File: src/rtl/bcd_clock_hms.sv
// ---------------------------------------------------------------------------
// bcd_clock_hms
//
// BCD time-of-day counter with optional seconds, minutes and hours fields.
// Each field is held as two packed BCD digits. The internal state is always
// in 24-hour form (0..HOUR_MOD-1); the 12-hour view is a combinational
// remap on the hours byte of `out` only.
//
// Parameters:
//   SEC_EN   - 1 = hh:mm:ss, 0 = hh:mm
//   SUB_MOD  - modulus of seconds and minutes fields (2..100)
//   HOUR_MOD - modulus of hours field (2..100)
//   W        - derived output width (24 or 16), not overridable
//
// Ports:
//   clk       in   rising-edge clock
//   rst       in   asynchronous active-low reset
//   tick      in   count enable, one advance per clk while high
//   mode12    in   12-hour display (only when HOUR_MOD == 24)
//   load      in   synchronous preset strobe (beats tick)
//   load_val  in   preset, 24-hour BCD, same layout as out
//   out       out  BCD time {hours, minutes[, seconds]}
//   pm        out  internal hour >= 12 while 12-hour display is active
//   min_wrap  out  registered pulse: minutes rolled to 00
//   hour_wrap out  registered pulse: hours rolled HOUR_MOD-1 -> 00
// ---------------------------------------------------------------------------
module bcd_clock_hms #(
    parameter  int SEC_EN   = 1,
    parameter  int SUB_MOD  = 60,
    parameter  int HOUR_MOD = 24,
    localparam int W        = (SEC_EN != 0) ? 24 : 16
) (
    input  logic         clk,
    input  logic         rst,
    input  logic         tick,
    input  logic         mode12,
    input  logic         load,
    input  logic [W-1:0] load_val,
    output logic [W-1:0] out,
    output logic         pm,
    output logic         min_wrap,
    output logic         hour_wrap
);

    localparam int         HR_LSB    = W - 8;
    localparam int         MIN_LSB   = W - 16;
    localparam logic [6:0] SUB_LAST  = 7'(SUB_MOD - 1);
    localparam logic [6:0] HOUR_LAST = 7'(HOUR_MOD - 1);

    // Binary value of a BCD byte. Only meaningful for legal digits; callers
    // screen digits > 9 separately.
    function automatic logic [6:0] bcd_to_bin(input logic [7:0] f);
        bcd_to_bin = ({3'b000, f[7:4]} * 7'd10) + {3'b000, f[3:0]};
    endfunction

    // Next value of a field on an advance; `last` means it sits at modulus-1.
    function automatic logic [7:0] bcd_inc(input logic [7:0] f, input logic last);
        if (last)
            bcd_inc = 8'h00;
        else if (f[3:0] == 4'd9)
            bcd_inc = {f[7:4] + 4'd1, 4'd0};
        else
            bcd_inc = {f[7:4], f[3:0] + 4'd1};
    endfunction

    // Preset screening: a field with a non-decimal digit or a value outside
    // its modulus is replaced by 00; legal fields pass through untouched.
    function automatic logic [7:0] load_field(input logic [7:0] f, input logic [6:0] last);
        if ((f[7:4] > 4'd9) || (f[3:0] > 4'd9) || (bcd_to_bin(f) > last))
            load_field = 8'h00;
        else
            load_field = f;
    endfunction

    // 1..11 back to BCD.
    function automatic logic [7:0] small_to_bcd(input logic [6:0] v);
        if (v >= 7'd10)
            small_to_bcd = {4'h1, 4'(v - 7'd10)};
        else
            small_to_bcd = {4'h0, v[3:0]};
    endfunction

    logic [7:0] min_q;
    logic [7:0] hr_q;
    logic       sec_last;
    logic       min_last;
    logic       hr_last;
    logic       adv_min;
    logic       min_roll;
    logic       hr_roll;
    logic [7:0] hr_disp;
    logic [6:0] hr_bin;
    logic       mode12_eff;

    assign min_last = (bcd_to_bin(min_q) == SUB_LAST);
    assign hr_last  = (bcd_to_bin(hr_q) == HOUR_LAST);

    // Carry chain resolves within one cycle: a full seconds field advances
    // minutes, a full minutes field advances hours.
    assign adv_min  = tick & sec_last;
    assign min_roll = adv_min & min_last;
    assign hr_roll  = min_roll & hr_last;

    generate
        if (SEC_EN != 0) begin : g_sec
            logic [7:0] sec_q;

            assign sec_last = (bcd_to_bin(sec_q) == SUB_LAST);

            always_ff @(posedge clk or negedge rst) begin
                if (!rst)
                    sec_q <= 8'h00;
                else if (load)
                    sec_q <= load_field(load_val[7:0], SUB_LAST);
                else if (tick)
                    sec_q <= bcd_inc(sec_q, sec_last);
            end

            assign out = {hr_disp, min_q, sec_q};
        end else begin : g_nosec
            // Without seconds every tick advances minutes directly.
            assign sec_last = 1'b1;
            assign out      = {hr_disp, min_q};
        end
    endgenerate

    always_ff @(posedge clk or negedge rst) begin
        if (!rst) begin
            min_q     <= 8'h00;
            hr_q      <= 8'h00;
            min_wrap  <= 1'b0;
            hour_wrap <= 1'b0;
        end else if (load) begin
            min_q     <= load_field(load_val[MIN_LSB +: 8], SUB_LAST);
            hr_q      <= load_field(load_val[HR_LSB +: 8], HOUR_LAST);
            min_wrap  <= 1'b0;
            hour_wrap <= 1'b0;
        end else begin
            if (adv_min)
                min_q <= bcd_inc(min_q, min_last);
            if (min_roll)
                hr_q <= bcd_inc(hr_q, hr_last);
            min_wrap  <= min_roll;
            hour_wrap <= hr_roll;
        end
    end

    // 12-hour view only makes sense for a 24-hour day.
    assign mode12_eff = mode12 & (HOUR_MOD == 24);
    assign hr_bin     = bcd_to_bin(hr_q);

    always_comb begin
        hr_disp = hr_q;
        pm      = 1'b0;
        if (mode12_eff) begin
            pm = (hr_bin >= 7'd12);
            if (hr_bin == 7'd0)
                hr_disp = 8'h12;
            else if (hr_bin > 7'd12)
                hr_disp = small_to_bcd(hr_bin - 7'd12);
        end
    end

endmodule

File: config.mk
export PLATFORM = sky130hd
export DESIGN_NAME = bcd_clock_hms
export DESIGN_NICKNAME = d
export VERILOG_FILES = /design/src/rtl/bcd_clock_hms.sv
export SDC_FILE = /design/constraint.sdc
export NUM_CORES = 1
export LEC_CHECK = 0
export BUFFER_PORTS_ARGS = -buffer_cell sky130_fd_sc_hd__buf_4
export CORE_UTILIZATION = 25
export DETAILED_ROUTE_END_ITERATION = 7
export SYNTH_ARGS = -nofsm -noshare
export SYNTH_HDL_FRONTEND = slang
export SYNTH_SLANG_ARGS = --single-unit
File: constraint.sdc
create_clock -name clk -period 7.8 [get_ports clk]
set_clock_uncertainty 0.2 [all_clocks]
set_input_delay 0 -clock clk [delete_from_list [all_inputs] [get_ports clk]]
set_output_delay 0 -clock clk [all_outputs]
set_load 0.05 [all_outputs]
* Word level (Yosys, flattened, before mapping) *
Index checks and enable logic that the tools add are counted.

word-level totals
  register bits after elaboration = 26
  logic and storage cells = 87

operators by class
  $add $sub $neg = 14
  multiply operators = 6
  magnitude comparators = 12
  equality and inequality tests = 6
  multiplexer cells = 22
  bitwise operators = 3
  reductions and logical operators = 16

operators with widths
  kind                   count
  $mux W8                18
  $add A7 B4 Y7          6
  $mul A4 B3 Y6 const B  6
  $add A4 B1 Y4 const B  6
  $gt A4 B4 Y1 const B   6
  $eq A7 B6 Y1 const B   2
  $ge A7 B4 Y1 const B   2
  $gt A7 B6 Y1 const B   2
  $eq A4 B4 Y1 const B   3
  $reduce_bool A3 Y1     3
  $eq A7 B5 Y1 const B   1
  $gt A7 B4 Y1 const B   1
  $gt A7 B5 Y1 const B   1
  $logic_not A7 Y1       1
  $sub A7 B4 Y7 const B  1
  $logic_or A1 B1 Y1     6
  $reduce_and A2 Y1      3
  $reduce_bool A2 Y1     3
  $mux W5                1
  $sub A4 B4 Y4 const B  1
  $and A1 B1 Y1          3
  $mux W1                3

* Longest topological paths before layout *
  word-level depth = 8
  depth in mapped cells = 12
  mapped depth without buffers = 11

* Worst setup path after synthesis *
No wires, ideal clock.

  kind = reg-to-output
  start point = register hr_q[5]
  end point = output port out[17]
  arrival = 3.721 ns
  slack = 3.879 ns
  stages on the path, launching flop included = 11
  path through = dfrtp_1 ha_1 ha_1 inv_1 fa_1 xnor3_1 and4_1 nor2_1 o31ai_2 nor2_1 a221oi_1

between the ends
  word-level cells in the longest chain between the ends = 8

ends and longest elaborated chain
  what                      RTL line  RTL
  start: declaration        84        logic [7:0] hr_q;
  start signal: assignment  135       hr_q <= load_field(load_val[HR_LSB +: 8], HOUR_LAST);
  start signal: assignment  142       hr_q <= bcd_inc(hr_q, hr_last);
  $mul A4 B3 Y6 *           53        bcd_to_bin = ({3'b000, f[7:4]} * 7'd10) + {3'b000, f[3:0]};
  $add A7 B4 Y7 *           53
  $sub A7 B4 Y7             160       hr_disp = small_to_bcd(hr_bin - 7'd12);
  $ge A7 B4 Y1              77        if (v >= 7'd10)
  $mux W5                   77
  $mux W8                   159       else if (hr_bin > 7'd12)
  $mux W8 *                 157       if (hr_bin == 7'd0)
  $mux W8 *                 155       if (mode12_eff) begin
  end: declaration          39        output logic [W-1:0] out,

Mark *: on every way between the ends. The rest lies on a longest branch, timed or not.

* Worst setup path after layout *
  start point = register g_sec.sec_q[5]
  end point = register g_sec.sec_q[1]

between the ends
  word-level cells in the longest chain between the ends = 6

ends and longest elaborated chain
  what                      RTL line  RTL
  start: declaration        106       logic [7:0] sec_q;
  start signal: assignment  114       sec_q <= load_field(load_val[7:0], SUB_LAST);
  start signal: assignment  116       sec_q <= bcd_inc(sec_q, sec_last);
  $mul A4 B3 Y6             53
  $add A7 B4 Y7             53
  $eq A7 B6 Y1              108       assign sec_last = (bcd_to_bin(sec_q) == SUB_LAST);
  $mux W8                   58        if (last)
  $mux W8                   115       else if (tick)
  $mux W8                   113       else if (load)

No other way between the ends. The select of a mux whose other input is x is not followed.
A chain may end at the register's enable or synchronous reset.

==> flow_summary.toml <==
[logic_synthesis]
syn_avg_cell_area_um2 = 9.10
synth_top_area_cell = "dfrtp_1"
synth.distinct_cells = 76
synth-edff-count = 0
ys_ff_latch = 26
synthTopCellsByArea = "dfrtp_1, ha_1, fa_1, inv_1, nand3_1"
synth_seq_area_share_pct = 19.2
ys_warn_count = 0
synthFlopType = "dfrtp_1"
syn-cell-area_um2 = 3390
synth_nets = 462
yosysTopAreaCellShare_pct = 19.2
synth_async_sr_flop_share_pct = 100
synthCells = 372

[timing]
rsz0062_at_grt = "no"
hold_ws_ps = -11.4
finalHoldViolCount = 16
relSlewSlack_pct = 36.4
finalCriticalPeriod_ps = 3880
fin_setup_tns_ps = 0
max_freq_mhz = 258
layout_setup_ws_ps = 3920
worst_slew_pin_slew_ps = 953
min_period_over_period_pct = 49.8
setup_viol = 0
maxSlewViolCount = 0

[clock_tree]
cts_sinks = 26
cts_tree = "yes"
root_buffer = "clkbuf_16"
cts_buffer_depth = 2
cts_htree_levels = 1
cts.reportedPaths.clkPinSlew_ps = 70
cts_buffers = 3
clk_latency_ps = 260

[flow_run]
maxCapViolations = 0

[floorplan]
dieArea_um2 = 14000
rows = 42
fp.dieW_um = 118
initial_utilization_pct = 25.6
num_io_pins = 56
die_height_um = 118
core_um2 = 13200

[drt]
wl_per_cell_um = 14.2
postRouteAntennaNets = 0
drtIter0Drc = 169
vias = 3130
dr.pass1.iters = 5
drt_wl_total_um = 8860
drc = 0
routed_via_density = 5.02

[worst_setup_path]
worstPathRequired_ps = 7740
critical_path_class = "flip-flop to flip-flop"
setup.worst_path.end_class = "flip-flop"
start_kind = "flip-flop"
cp.arrival_ps = 3820
crit_path_max_fanout = 12

[pwr]
comb_power_share_pct = 49.0
p_leak_uw = 0.00196
p_seq_share_pct = 27.8
p_int_uw = 379
ir_drop_v = 0.0000998
p_sw_uw = 272
powerDensity_nw_per_um2 = 151
clock_power_share_pct = 23.2
swShare_pct = 41.8

[place]
place_inst = 597
place_congestion = 0.924
place_area_um2 = 3990
preCtsSetupSlack_ps = 4220
io_buffers = 55
hpwl_um = 6850

[outcome]
status = "complete, but fails checks"
violations = "negative hold slack"

[global_routing]
grt_pass1_wl_um = 15100
antenna_found_initial = 0
grt_max_degree = 27
grt.total_usage_pct = 12.9
grt_pass1_vias = 3167
grt_overflow = 0

[finish]
num_antenna_cells = 0
fin_area_um2 = 4330
drive_above_1_share_pct = 17.6
area.growth.synth_to_final_pct = 27.8
final_cells = 624
nets = 539

[min_path]
hold_path.class = "primary input to async pin"
power groups by stage:
| stage | combinational (uW) | sequential [uW] | clock [uW] |
|---|---|---|---|
| 3_3_place_gp | 302 | 182 | 0 |
| 3_5_place_dp | 308 | 183 | 0 |
| 5_1_grt | 351 | 184 | 162 |
| 6_report | 319 | 181 | 151 |
| 4_1_cts | 319 | 180 | 155 |
| 2_1_floorplan | 189 | 208 | 0 |
metrics by stage:
step / power, uW / util (%)
detailed placement: 490 / 30.1
floorplan: 396 / -
CTS: 655 / 32.7
global route: 698 / 32.7
finish: 651 / 32.7
global placement: 485 / 30.1
registers in the layout, indices dropped and copies added (netlist names):
signal,cells
min_wrap,1
hour_wrap,1
g_sec.sec_q,8
min_q,8
hr_q,8
Yosys cell counts (all sizes together), types with 5 or more instances:
library cell / number
ha: 49
mux2: 6
nor2: 17
inv: 41
xnor2: 6
fa: 12
o22ai: 7
xor2: 9
o21a: 5
nand3: 20
nand2: 11
a211oi: 6
and3: 7
a21oi: 17
dfrtp: 26
o21ai: 17
nand2b: 7
and2: 8
nor3: 7
logic make-up (layout without fill, tap and decap cells):
kind of cell	after synthesis	in the layout	share of synthesized area, %
compound gates	106	106	24.3
xor+xnor	16	16	4.55
fa+ha+maj	62	62	25.5
buf+inv	48	124	5.51
flops	26	26	19.2
mux	7	7	2.51
simple gates	107	107	18.4
layout by cell type, fill, tap and decap left out, types with 4 or more instances in the layout:
cell type / count
a21boi_1: 4
xnor2_1: 6
ha_1: 49
a21oi_1: 16
fa_1: 12
buf_4: 55
dfrtp_1: 26
nor2_1: 17
nor3_1: 6
inv_1: 41
xor2_1: 9
o32ai_1: 4
nand3_1: 20
o21ai_0: 8
and2_1: 7
nand2b_1: 7
o21a_1: 5
o21ai_1: 9
dlygate4sd3_1: 23
a211oi_1: 5
o22ai_1: 7
a22o_1: 4
nand2_1: 11
and3_1: 6
metal layers:
metal,vias up,GRT usage (%),part of all wire [%]
li1,1550,-,-
met1,1501,17.3,48
met2,67,21.8,47
met3,12,1.35,3.6
met4,0,3.72,1.7
met5,-,0,0
worst paths after layout:
| kind | start | end | slack [ps] | cells past startpoint |
|---|---|---|---|---|
| min in group clk | load_val[18] | hr_q[2] | 0 | 4 |
| worst min-delay path | rst | g_sec.sec_q[0] | -10 | 2 |
| max in group asynchronous | rst | hr_q[2] | 7140 | 2 |
| worst max register to register | g_sec.sec_q[5] | g_sec.sec_q[1] | 3920 | 10 |
| worst min register to register | g_sec.sec_q[7] | g_sec.sec_q[7] | 420 | 2 |
| worst max-delay path | g_sec.sec_q[5] | g_sec.sec_q[1] | 3920 | 10 |
final cells by class:
cell class	count	area, um2
Fill cell	1378	8920
Multi-Input combinational cell	298	2550
Sequential cell	26	651
Timing Repair Buffer	78	643
Tap cell	176	220
Inverter	42	158
Clock buffer	3	75.1
Clock inverter	1	30.0
critical path, stage by stage (launching register included):
cell and delay [ps]:
dfrtp_1 450, ha_1 320, ha_1 210, fa_1 380, xor2_1 180, or3_4 420, o41ai_4 370, a21oi_1 310
a22oi_1 280, a31oi_1 60, dlygate4sd3_1 590
what timing repair did:
item,CTS,global route
hold buffers,23,0
setup buffers,0,0
endpoints found under the hold margin,45,0
gates resized for setup,0,0
Note: power is estimated with default switching activity, not from simulation.
